File: src/rtl/seven_seg_scan.sv
// Time-multiplexed common-anode seven-segment scanner with tear-free frame-boundary capture.
// Optional decimal points are compiled in when SEVEN_SEG_DP_EN is defined.
module seven_seg_scan #(
  parameter int DIGITS      = 4,
  parameter int REFRESH_DIV = 50000
) (
  input  logic                  clk,
  input  logic                  reset,
  input  logic [4*DIGITS-1:0]   value,
  input  logic                  load,
  input  logic                  hex_mode,
  input  logic                  blank_lz,
`ifdef SEVEN_SEG_DP_EN
  input  logic [DIGITS-1:0]     dp_in,
  output logic                  dp_n,
`endif
  output logic                  busy,
  output logic                  frame_done,
  output logic [6:0]            seg,
  output logic [DIGITS-1:0]     an
);

  localparam int CNT_W = $clog2(REFRESH_DIV);
  localparam int IDX_W = (DIGITS > 1) ? $clog2(DIGITS) : 1;
  localparam logic [CNT_W-1:0] CNT_LAST = CNT_W'(REFRESH_DIV - 1);
  localparam logic [IDX_W-1:0] IDX_LAST = IDX_W'(DIGITS - 1);

  logic [CNT_W-1:0]    cnt_q, cnt_d;
  logic [IDX_W-1:0]    idx_q, idx_d;
  logic [4*DIGITS-1:0] pend_q, pend_d;
  logic [4*DIGITS-1:0] shown_q, shown_d;
  logic                busy_q, busy_d;
  logic                frame_done_q, frame_done_d;
  logic [6:0]          seg_q, seg_d;
  logic [DIGITS-1:0]   an_q, an_d;

  logic                tick;
  logic                boundary;
  logic [3:0]          nib;
  logic                upper_zero;
  logic                lz_blank;

  function automatic logic [6:0] decode(input logic [3:0] n, input logic hex);
    logic [6:0] g;
    case (n)
      4'h0: g = 7'b1000000;
      4'h1: g = 7'b1111001;
      4'h2: g = 7'b0100100;
      4'h3: g = 7'b0110000;
      4'h4: g = 7'b0011001;
      4'h5: g = 7'b0010010;
      4'h6: g = 7'b0000010;
      4'h7: g = 7'b1111000;
      4'h8: g = 7'b0000000;
      4'h9: g = 7'b0011000;
      4'hA: g = hex ? 7'b0001000 : 7'b1111111;
      4'hB: g = hex ? 7'b0000011 : 7'b1111111;
      4'hC: g = hex ? 7'b1000110 : 7'b1111111;
      4'hD: g = hex ? 7'b0100001 : 7'b1111111;
      4'hE: g = hex ? 7'b0000110 : 7'b1111111;
      default: g = hex ? 7'b0001110 : 7'b1111111;
    endcase
    return g;
  endfunction

  // load is a one-cycle strobe with no backpressure: the last strobe before a
  // frame boundary wins, and busy is high while a captured value waits for it.
  always_comb begin
    tick         = (cnt_q == CNT_LAST);
    boundary     = tick && (idx_q == IDX_LAST);
    cnt_d        = tick ? '0 : cnt_q + 1'b1;
    idx_d        = idx_q;
    if (tick) begin
      idx_d = (idx_q == IDX_LAST) ? '0 : idx_q + 1'b1;
    end
    pend_d       = pend_q;
    shown_d      = shown_q;
    busy_d       = busy_q;
    if (boundary) begin
      busy_d = 1'b0;
      if (load) begin
        shown_d = value;
      end else if (busy_q) begin
        shown_d = pend_q;
      end
    end else if (load) begin
      pend_d = value;
      busy_d = 1'b1;
    end
    frame_done_d = boundary;

    // Digit under scan plus "this digit and all above it are zero" for blanking.
    nib        = 4'h0;
    an_d       = '1;
    upper_zero = 1'b1;
    for (int j = 0; j < DIGITS; j++) begin
      if (j == int'(idx_q)) begin
        nib     = shown_q[4*j +: 4];
        an_d[j] = 1'b0;
      end
      if ((j >= int'(idx_q)) && (shown_q[4*j +: 4] != 4'h0)) begin
        upper_zero = 1'b0;
      end
    end
    lz_blank = blank_lz && (idx_q != '0) && upper_zero;
    seg_d    = lz_blank ? 7'b1111111 : decode(nib, hex_mode);
  end

  always_ff @(posedge clk) begin
    if (reset) begin
      cnt_q        <= '0;
      idx_q        <= '0;
      pend_q       <= '0;
      shown_q      <= '0;
      busy_q       <= 1'b0;
      frame_done_q <= 1'b0;
      seg_q        <= 7'h7F;
      an_q         <= '1;
    end else begin
      cnt_q        <= cnt_d;
      idx_q        <= idx_d;
      pend_q       <= pend_d;
      shown_q      <= shown_d;
      busy_q       <= busy_d;
      frame_done_q <= frame_done_d;
      seg_q        <= seg_d;
      an_q         <= an_d;
    end
  end

`ifdef SEVEN_SEG_DP_EN
  logic [DIGITS-1:0] pend_dp_q, pend_dp_d;
  logic [DIGITS-1:0] shown_dp_q, shown_dp_d;
  logic              dp_n_q, dp_n_d;
  logic              dp_bit;

  always_comb begin
    dp_bit     = 1'b0;
    for (int j = 0; j < DIGITS; j++) begin
      if (j == int'(idx_q)) begin
        dp_bit = shown_dp_q[j];
      end
    end
    pend_dp_d  = pend_dp_q;
    shown_dp_d = shown_dp_q;
    if (boundary) begin
      if (load) begin
        shown_dp_d = dp_in;
      end else if (busy_q) begin
        shown_dp_d = pend_dp_q;
      end
    end else if (load) begin
      pend_dp_d = dp_in;
    end
    dp_n_d = lz_blank | ~dp_bit;
  end

  always_ff @(posedge clk) begin
    if (reset) begin
      pend_dp_q  <= '0;
      shown_dp_q <= '0;
      dp_n_q     <= 1'b1;
    end else begin
      pend_dp_q  <= pend_dp_d;
      shown_dp_q <= shown_dp_d;
      dp_n_q     <= dp_n_d;
    end
  end

  assign dp_n = dp_n_q;
`endif

  assign busy       = busy_q;
  assign frame_done = frame_done_q;
  assign seg        = seg_q;
  assign an         = an_q;

endmodule

File: config.mk
export PLATFORM = sky130hd
export DESIGN_NAME = seven_seg_scan
export DESIGN_NICKNAME = d
export VERILOG_FILES = /design/src/rtl/seven_seg_scan.sv
export SDC_FILE = /design/constraint.sdc
export NUM_CORES = 1
export LEC_CHECK = 0
export BUFFER_PORTS_ARGS = -buffer_cell sky130_fd_sc_hd__buf_2
export CAP_MARGIN = 10
export CELL_PAD_IN_SITES_DETAIL_PLACEMENT = 0
export CELL_PAD_IN_SITES_GLOBAL_PLACEMENT = 1
export CORE_MARGIN = 3
export CORE_UTILIZATION = 47
export CTS_BUF_LIST = sky130_fd_sc_hd__clkbuf_4
export CTS_CLUSTER_SIZE = 25
export DETAILED_ROUTE_END_ITERATION = 16
export HOLD_SLACK_MARGIN = 0.1
export PLACE_DENSITY_LB_ADDON = 0.1
export SETUP_SLACK_MARGIN = 0.05
export SYNTH_ARGS = -nofsm -noshare
export SYNTH_HDL_FRONTEND = slang
export SYNTH_SLANG_ARGS = --single-unit
File: constraint.sdc
create_clock -name clk -period 2.7 [get_ports clk]
set_input_delay 0.54 -clock clk [delete_from_list [all_inputs] [get_ports clk]]
set_output_delay 0.54 -clock clk [all_outputs]
set_load 0.02 [all_outputs]
# Word level (Yosys, flattened, before mapping)

Index checks and enable logic that the tools add are counted.

Register bits: 63
Latch bits: 0
RAM bits: 0
Bits in read-only memories: 0
Bits of input ports: 21
Output and inout bits: 13
Word-level logic and storage cells: 74
Memories: 0

Add/subtract/negate cells: 2
Multiply operators: 0
Divide/modulo/power cells: 0
Magnitude comparators: 3
Equal/unequal tests: 19
Shifts and indexed selects: 0
Mux-type cells: 22
Bitwise gates (word level): 1
Reduce and logical (&&, ||, !) cells: 19

Operators by type and width:

| cell                  | number |
|---|---|
| $pmux 7 s15           | 1 |
| $mux 7                | 5 |
| $mux 16               | 2 |
| $eq 4x4->1 const B    | 7 |
| $add 16x1->16 const B | 1 |
| $eq 16x16->1 const B  | 1 |
| $eq 4x3->1 const B    | 4 |
| $mux 4                | 4 |
| $reduce_bool 4->1     | 4 |
| $eq 4x2->1 const B    | 2 |
| $mux 1                | 8 |
| $logic_and 1x1->1     | 6 |
| $mux 6                | 1 |
| $reduce_or 2->1       | 3 |
| $eq 2x2->1 const A    | 2 |
| $eq 4x1->1 const B    | 1 |
| $ge 1x2->1 const A    | 2 |
| $logic_not 4->1       | 1 |
| $reduce_and 2->1      | 2 |
| $reduce_bool 2->1     | 2 |
| $add 2x1->2 const B   | 1 |
| $eq 1x2->1 const A    | 1 |
| $eq 2x2->1 const B    | 1 |
| $ge 2x2->1 const A    | 1 |
| 3 further kinds       | 3 |

# Depth between registers and ports, before layout

Gate-level depths: netlist (run 1).

Depth after elaboration: 8
Depth in mapped cells: 10
Gate-level depth less buffers: 7

# Worst setup path after synthesis (run 1)

OpenSTA, ideal clock, no wires.

Kind: register to register
From: register idx_q[1]
To: register seg_q[0] (netlist: seg[0])
Library setup time: 65 ps
Arrival: 1936 ps
Required time: 2635 ps
Slack: 699 ps
Cell stages (with the launch flop): 11
Buffers on the path: 3
Clock period less this slack: 2001 ps
Path through: dfxtp_1 -> inv_1 -> ha_1 -> buf_6 -> nand3b_4 -> a211o_1 -> buf_6 -> and2_4 -> buf_6 -> a222oi_1 -> nand2b_1

Cells in the longest elaborated chain, start to end: 8
Elaborated cells between the ends (all ways): 38
Those cells by class: order compare (3); eq/ne (17); mux (9); reduce/logical (9)

Ends and longest elaborated chain:

| item                                                | line | source |
|---|---|---|
| start: declaration                                  | 29   | `logic [IDX_W-1:0] idx_q, idx_d;` |
| start signal: assignment                            | 121  | `idx_q <= idx_d;` |
| branches (longest 8 deep; another with $pmux 7 s15) | --   |  |
| end signal: assignment                              | 126  | `seg_q <= seg_d;` |
| end: declaration                                    | 34   | `logic [6:0] seg_q, seg_d;` |

Several ways; the timed one is not identified.
A chain may end at the register's enable or synchronous reset.

# Worst setup path in the final report (run 1)

Same ends and word-level chain as after synthesis.

==> reports/metrics.yaml, run 1 <==
run_status:
  status: "finished, final reports clean"
worst_setup_path:
  cpPeakStageDelay_ns: 0.50
  worstPathArrival_ns: 2.60
  crit_cells: 6
  critical_path_class: "flop to flop"
  r2r_setup_slack_ns: 0.43
  r2r_end: "seg[0]"
  reg2reg_depth: 6
  critPathRequiredTime_ns: 3.02
  cpLargestDelayFamily: "compound AO/OA/AOI/OAI gates"
  cp-start-kind: "flop"
  crit_chain: "ha_1 -> a211oi_1 -> a211o_1 -> and2_4 -> a222oi_1 -> nand2b_1"
  r2r-start: "idx_q[1]"
  endpoint_kind: "flop"
  slowest_stage: "ha_1"
  cp.buffers_inverters: 0
  crit_fanout: 15
cts:
  clk_pin_slew_ns: 0.10
  cts_buffers: 9
  cts-resized-gates: 0
  cts_buffer_depth: 2
  cts_setup_buffers: 0
  root_buffer: "clkbuf_4"
  clkSinkCount: 63
  clock_latency_ns: 0.39
  hold_buffers: 0
  h-tree-depth: 3
  cts_tree: "yes"
detailed_routing:
  wl_per_cell_um: 13.4
  ant_nets: 0
  routed_via_density: 5.25
  drt-initial-drc-count: 56
  wl_um: 5620
  vias: 2193
  firstDrtPassIters: 4
  drc: 0
grt:
  grt_usage_pct: 16.7
  first_global_vias: 2090
  grt_use_met1_pct: 22.7
  gr-max-usage-layer: "met2"
  overflow: 0
  grt_pass1_wl_um: 9960
  antenna_found_initial: 0
  grt_max_degree: 38
  grtUsageMet2_pct: 24.3
  grt_use_met3_pct: 4.16
logic_synthesis:
  synth_most_common_cell: "dfxtp_1"
  synth.avg_cell_area_um2: 10.0
  ys_seq_area_share_pct: 40.7
  ys.flop_type: "dfxtp_1"
  synth_area_leader_cell: "dfxtp_1"
  yosysWarnings: 0
  ys_ff_latch: 63
  synth_cells: 309
  mappedNetlistArea_mm2: 0.00310
  synth_cell_types: 52
  ys_top_cells_by_area: "dfxtp_1 (41%), mux2i_1 (11%), nor2_1 (6.8%), a211oi_2 (6.1%), ha_1 (2.4%)"
  yosysTopAreaCellShare_pct: 40.7
  synth_common_cells: "dfxtp_1 (63), nor2_1 (56), mux2i_1 (33)"
  async_flop_share_pct: 0
  synth_edf_count: 0
  synth.net_count: 336
place:
  portBuffers: 33
  gp_congestion: 0.761
  placed_cells: 403
  dp_hpwl_um: 3920
floorplanning:
  die_y_um: 87.2
  die_area_mm2: 0.00761
  coreArea_mm2: 0.00617
  start_util_pct: 50.3
  row_count: 28
  io_pins: 34
  die-width_um: 87.2
power:
  p_per_area_mw_per_mm2: 528
  ir_drop_uv: 343
  p_leak_nw: 1.37
  p_total_w: 0.00179
layout:
  antenna-diode-count: 0
  area_growth_pct: 9.08
  drive_gt1_share_pct: 24.2
  nNetsFinal: 366
  final_core_util_pct: 54.9
  stdcell_count: 418
timing:
  fmax_mhz: 440
  setup_viol: 0
  timing.final.crit_share_pct: 84.2
  worst_pin_slew_ns: 0.801
  rsz0062_at_grt: "false"
  hold_viol: 0
  setup_tns_ns: 0
  slew_viol_final: 0
  min_period_ns: 2.27
  slew_headroom_pct: 46.1
  hold_ws_ns: 0.387
  skew_ns: 0.0134
flow_run:
  maxCapViolCount: 0
hold_path:
  hold_start: "value[10]"
  holdPathEnd: "pend_q[10]"
  worstHoldPathType: "input pin to flop"
  hold_depth: 3
## worst reg2reg max path, cell delays in order (launching register included)
cell      delay [ns]
dfxtp_1         0.43
ha_1            0.50
a211oi_1        0.09
a211o_1         0.48
and2_4          0.24
a222oi_1        0.32
nand2b_1        0.14
## layer usage
layer  up-vias  part of all wire [%]
met1       988                    50
met2        41                    43
met3        10                   4.0
met4         0                   2.1
li1       1154                     -
met5         -                     0
## cells by family (layout without fill, tap and decap cells)
kind of cell	Yosys count	in the layout	synth area share, %
flops	63	63	40.7
fa+ha+maj	6	6	2.42
buf+inv	26	60	6.54
mux	34	34	11.0
compound gates	52	52	14.9
simple gates	113	113	20.2
xor+xnor	15	15	4.24
## metrics by stage
| stage | worst slack (ns) | area (um^2) |
|---|---|---|
| finish | 0.426 | 3380 |
| floorplan | 0.699 | 3100 |
| global route | 0.173 | 3380 |
| CTS | 0.443 | 3380 |
| global placement | 0.507 | 3230 |
| detailed placement | 0.474 | 3230 |
## area by class of cell
class	instances	area [um^2]
fillers	585	2780
clock inverters	5	73.8
multi-input cells	220	1640
well taps	75	93.8
clock buffers	10	75.1
flip-flops and latches	63	1260
repair buffers	38	215
inverters	7	26.3
## worst max path at each step
stage                     endpoint  slack [ns]      from
final                       seg[0]        0.43  idx_q[1]
after global routing        seg[6]        0.17  idx_q[1]
after CTS                   seg[0]        0.44  idx_q[0]
after detailed placement    seg[0]        0.47  idx_q[0]
after global placement      seg[0]        0.51  idx_q[0]
after floorplan             seg[0]        0.70  idx_q[1]
## state kept, by name, indices dropped and copies added (netlist names)
name / flops
busy: 1
an: 4
pend_q: 16
cnt_q: 16
idx_q: 2
frame_done: 1
seg: 7
shown_q: 16
## cells in the final DEF (no fill, tap or decap), types with 2 or more instances in the layout
| master | count |
|---|---|
| a211o_1 | 5 |
| a211oi_1 | 8 |
| a211oi_2 | 15 |
| a21oi_1 | 5 |
| and3_1 | 2 |
| and4bb_2 | 2 |
| buf_2 | 33 |
| buf_4 | 4 |
| bufinv_16 | 2 |
| clkbuf_4 | 10 |
| clkinv_2 | 2 |
| dfxtp_1 | 63 |
| ha_1 | 6 |
| inv_1 | 7 |
| mux2i_1 | 33 |
| nand2_1 | 10 |
| nand2b_1 | 4 |
| nand3_1 | 5 |
| nand3b_1 | 3 |
| nand4_1 | 3 |
| nor2_1 | 56 |
| nor2_2 | 4 |
| nor2b_1 | 3 |
| nor3_1 | 5 |
| nor3b_1 | 3 |
| o21ai_0 | 9 |
| o22ai_1 | 2 |
| or2b_1 | 2 |
| xnor2_1 | 8 |
| xor2_1 | 7 |
## report_power, final
part	internal [W]	switching, W	leakage, nW
Clock	0.000376	0.000324	0.0837
Sequential	0.000953	0.0000115	0.514
Combinational	0.0000531	0.0000708	0.769
Total	0.00138	0.000406	1.37
Note: power is estimated with default switching activity, not from simulation.
==> inputs of run 2 (changes only) <==
- ABC_AREA: unset -> 1
- CORE_UTILIZATION: 47 -> 44
- clock period: 2.7 -> 2.1 ns (I/O delays scaled with it)
==> reports/metrics.yaml, run 2 <==
timing:
  hold_ws_ns: 0.260
  min_period_ns: 1.85
  slew_headroom_pct: 71.8
  hold_viol: 0
  setup_tns_ns: 0
  setup_viol: 0
  slew_viol_final: 0
  worst_slack_ns: 0.253
  fmax_mhz: 541
  timing.final.crit_share_pct: 88.0
  rsz0062_at_grt: "false"
  worst_pin_slew_ns: 0.423
  skew_ns: 0.0141
logic_synthesis:
  ys_top_cells_by_area: "dfxtp_1 (39%), nand2_1 (11%), a21oi_1 (6.5%), nand3_1 (6.1%), mux2_2 (5.6%)"
  synth.net_count: 463
  yosysWarnings: 0
  synth_common_cells: "nand2_1 (94), dfxtp_1 (63), nor2_1 (47)"
  synth_edf_count: 0
  synth_most_common_cell: "nand2_1"
  synth_mux_area_share_pct: 5.61
  ys.flop_type: "dfxtp_1"
  synth_cells: 436
  mappedNetlistArea_mm2: 0.00321
  synth-compound-area-share_pct: 11.7
  ys_seq_area_share_pct: 39.2
  synthAdderAreaFrac_pct: 2.34
  yosysTopAreaCellShare_pct: 39.2
  synth_area_leader_cell: "dfxtp_1"
  synth.avg_cell_area_um2: 7.37
  yosys.area_share.simple_pct: 32.5
  synth-xor-area-share_pct: 0.817
  synth_top_family_by_area: "simple AND/OR/NAND/NOR gates"
  async_flop_share_pct: 0
  ys_ff_latch: 63
  synth_cell_types: 35
cts:
  h-tree-depth: 3
  clock_latency_ns: 0.42
  root_buffer: "clkbuf_4"
  clkSinkCount: 63
  cts_setup_buffers: 0
  clk_pin_slew_ns: 0.11
  cts_buffers: 9
  cts_tree: "yes"
  cts_buffer_depth: 2
  hold_buffers: 0
worst_setup_path:
  crit_fanout: 9
  endpoint_kind: "flop"
  critical_path_class: "flop to flop"
  reg2reg_depth: 10
  r2r_setup_slack_ns: 0.25
  critPathRequiredTime_ns: 2.39
  cp-start-kind: "flop"
  worstPathArrival_ns: 2.14
  r2r-start: "idx_q[0]"
  r2r_end: "seg[5]"
place:
  portBuffers: 33
  placed_area_mm2: 0.00345
  place_ws_ns: 0.102
  dp_hpwl_um: 5050
  gp_congestion: 0.898
detailed_routing:
  wl_um: 7100
  routed_via_density: 5.14
  vias: 2923
  ant_nets: 0
  firstDrtPassIters: 4
  drt-initial-drc-count: 84
  wl_per_cell_um: 12.5
  drc: 0
grt:
  first_global_vias: 2788
  gr-max-usage-layer: "met2"
  overflow: 0
  grt_pass1_wl_um: 12300
  grt_usage_pct: 17.9
  grt_use_met1_pct: 22.1
  grtUsageMet2_pct: 29.0
  antenna_found_initial: 0
  grt_max_degree: 34
  grt_use_met3_pct: 5.63
floorplanning:
  row_count: 30
  die_area_mm2: 0.00837
  io_pins: 34
  start_util_pct: 46.3
  coreArea_mm2: 0.00694
  die_y_um: 91.5
  die-width_um: 91.5
power:
  clockPowerShare_pct: 42.7
  combinationalPowerShare_pct: 7.1
  p_leak_nw: 1.49
  p_per_area_mw_per_mm2: 668
  netSwitchingPower_w: 0.000572
  p_seq_share_pct: 50.2
  p_total_w: 0.00246
  p_int_w: 0.00189
  switching_share_pct: 23.2
  ir_drop_uv: 456
layout:
  stdcell_area_mm2: 0.00369
  drive_gt1_share_pct: 24.1
  top_regs: "cnt_q (16), pend_q (16), shown_q (16)"
  nNetsFinal: 495
  layout_common_cells: "nand2_1 (91), dfxtp_1 (61), nor2_1 (44), a21oi_1 (42), nand3_1 (39)"
  antenna-diode-count: 0
  final_common_cell: "nand2_1"
  area_growth_pct: 14.8
run_status:
  status: "finished, final reports clean"
hold_path:
  hold_depth: 3
  worstHoldPathType: "input pin to flop"
  holdPathEnd: "busy"
  hold_start: "load"
flow_run:
  maxCapViolCount: 0
run 2: kinds of logic after synthesis:
kind of cell / count (synthesis)
buffers and inverters: 57
XOR/XNOR: 3
multiplexers: 16
AO/OA/AOI/OAI: 65
flip-flops: 63
AND/OR/NAND/NOR: 226
adder cells (fa/ha/maj): 6
run 2: power by group through the flow:
stage | Sequential (W) | Combinational (W) | Clock, W
finish | 0.00124 | 0.000175 | 0.00105
global route | 0.00124 | 0.000196 | 0.00113
CTS | 0.00124 | 0.000178 | 0.00109
detailed placement | 0.00127 | 0.000176 | 0
global placement | 0.00126 | 0.000175 | 0
floorplan | 0.00128 | 0.000116 | 0
run 2: per-layer routing:
metal  wire length [um]  vias to the layer above  part of all wire (%)
met4                117                        0                   1.6
met1               3310                     1350                    47
met3                340                       12                   4.8
met5                  0                        -                     0
met2               3340                       57                    47
li1                   -                     1504                     -
run 2: stage by stage:
step,util (%),cells
floorplan,-,436
global route,53.1,569
finish,53.1,569
global placement,49.6,553
detailed placement,49.6,553
CTS,52.2,569
run 2: worst max-delay path by stage:
stage / start / endpoint / slack (ns) / cells past startpoint
detailed placement: idx_q[0] / seg[4] / 0.10 / 12
CTS: idx_q[0] / seg[4] / 0.07 / 12
floorplan: idx_q[0] / seg[4] / 0.33 / 13
global route: idx_q[1] / seg[1] / 0.05 / 13
finish: idx_q[0] / seg[5] / 0.25 / 10
global placement: idx_q[0] / seg[5] / 0.12 / 9
run 2: critical path: stages, from the launching register on:
cell and delay, ns:
dfxtp_4 0.40, inv_1 0.12, ha_4 0.21, a21oi_1 0.12, nand2_1 0.10, nand2_1 0.07, nand2_1 0.11, nand2_1 0.13
nor2_1 0.07, a21oi_1 0.28, nand3_1 0.12
run 2: area by class of cell:
type,instances,area (um^2)
fill,689,3250
inverter,39,151
clock buffer,9,67.6
clock inverter,7,111
tap,96,120
timing repair buffer,39,210
multi-input combinational,316,1760
sequential,63,1270
run 2: repair_timing:
item | CTS | global route
hold endpoints to repair | 0 | 0
resized for setup | 0 | 19
endpoints found under the setup margin | 0 | 8
==> inputs of run 3 (changes only) <==
- BUFFER_PORTS_ARGS: -buffer_cell sky130_fd_sc_hd__buf_2 -> unset
- CORE_UTILIZATION: 44 -> 48
- DONT_BUFFER_PORTS: unset -> 1
==> reports/metrics.yaml, run 3 (synthesis gave the netlist of run 2 again) <==
run_status:
  status: "finished, final reports clean"
detailed_routing:
  ant_nets: 0
  wl_um: 6910
  routed_via_density: 5.40
  vias: 2782
  wl_per_cell_um: 13.4
  drt-initial-drc-count: 106
  firstDrtPassIters: 4
  drc: 0
layout:
  top_regs: "cnt_q (16), pend_q (16), shown_q (16)"
  drive_gt1_share_pct: 18.0
  area_growth_pct: 7.08
  nNetsFinal: 460
  final_common_cell: "nand2_1"
  stdcell_count: 515
  antenna-diode-count: 0
  layout_common_cells: "nand2_1 (91), dfxtp_1 (61), nor2_1 (46), a21oi_1 (41), nand3_1 (39)"
power:
  p_per_area_mw_per_mm2: 641
  p_total_w: 0.00221
  ir_drop_uv: 366
  p_leak_nw: 1.34
cts:
  cts_tree: "yes"
  clkSinkCount: 63
  cts_setup_buffers: 0
  clk_pin_slew_ns: 0.12
  cts_buffers: 9
  clock_latency_ns: 0.41
  root_buffer: "clkbuf_4"
  cts_buffer_depth: 2
  h-tree-depth: 3
worst_setup_path:
  critical_path_class: "flop to flop"
  critPathRequiredTime_ns: 2.45
  cp-start-kind: "flop"
  crit_fanout: 9
  endpoint_kind: "flop"
  worstPathArrival_ns: 2.22
timing:
  setup_viol: 0
  min_period_ns: 1.87
  worst_pin_slew_ns: 0.378
  timing.final.crit_share_pct: 89.1
  hold_ws_ns: 0.157
  worst_slack_ns: 0.230
  slew_viol_final: 0
  hold_viol: 0
  rsz0062_at_grt: "true"
  slew_headroom_pct: 74.8
  skew_ns: 0.0155
  fmax_mhz: 535
  setup_tns_ns: 0
place:
  placed_cells: 498
  dp_hpwl_um: 4880
  place_ws_ns: 0.102
  gp_congestion: 0.865
  portBuffers: 0
floorplanning:
  start_util_pct: 50.0
  io_pins: 34
  coreArea_mm2: 0.00642
  die-width_um: 87.8
  die_y_um: 87.8
  die_area_mm2: 0.00771
  row_count: 29
grt:
  grt_pass1_wl_um: 12300
  grt_usage_pct: 20.1
  first_global_vias: 2701
  overflow: 0
  antenna_found_initial: 0
  grt_max_degree: 35
flow_run:
  maxCapViolCount: 0
hold_path:
  worstHoldPathType: "input pin to flop"
## run 3: cell count changes in the layout (fill, tap and decap cells not counted), moves of 2 or more
cell,delta
buf_4,-3
clkinv_4,+2
buf_2,-33
nor2_1,+2
bufinv_16,-2
clkinv_1,-2
## run 3: metal layers
metal | global-route usage (%) | wire length, um | vias to the layer above
li1 | - | - | 1434
met1 | 25.6 | 3260 | 1292
met2 | 32.9 | 3280 | 47
met3 | 6.40 | 293 | 9
met4 | 5.58 | 75 | 0
met5 | 0 | 0 | -
## run 3: area by class of cell
class | count | area, um^2
multi-input combinational | 316 | 1740
inverter | 39 | 151
clock buffer | 9 | 67.6
fill | 647 | 2980
tap | 77 | 96.3
sequential | 63 | 1270
timing repair buffer | 4 | 42.5
clock inverter | 7 | 73.8
## run 3: path summary, 6_finish.rpt
path,slack (ns),start,end,depth (start not counted)
setup / recovery,0.23,idx_q[0],seg[1],9
hold / removal,0.16,value[5],pend_q[5],2
setup reg to reg,0.23,idx_q[0],seg[1],9
hold reg to reg,0.46,cnt_q[0],cnt_q[0],1
## run 3: timing repair
| action | in CTS | in global routing |
|---|---|---|
| hold endpoints to repair | 33 | 0 |
| hold buffers | 1 | 0 |
| gates resized for setup | 1 | 14 |
| endpoints found under the setup margin | 4 | 7 |
## run 3: metrics by stage
step,cell area (um^2),util (%)
CTS,3400,52.9
finish,3440,53.6
global route,3440,53.6
detailed placement,3230,50.4
global placement,3230,50.4
floorplan,3210,-
## run 3: worst max-delay path, stage by stage, from the launching register on
cell and delay (ns):
dfxtp_4 0.40, inv_1 0.09, ha_2 0.25, a21oi_1 0.14, nand2_1 0.08, a21oi_1 0.21, nand3_1 0.18, o21ai_0 0.30
nor2_1 0.09, nand2_1 0.08
## run 3: report_power, final
group / total (W) / switching [W] / internal, W
registers: 0.00125 / 0.0000263 / 0.00122
logic: 0.000125 / 0.0000670 / 0.0000579
clock network: 0.000831 / 0.000467 / 0.000364
total: 0.00221 / 0.000560 / 0.00165
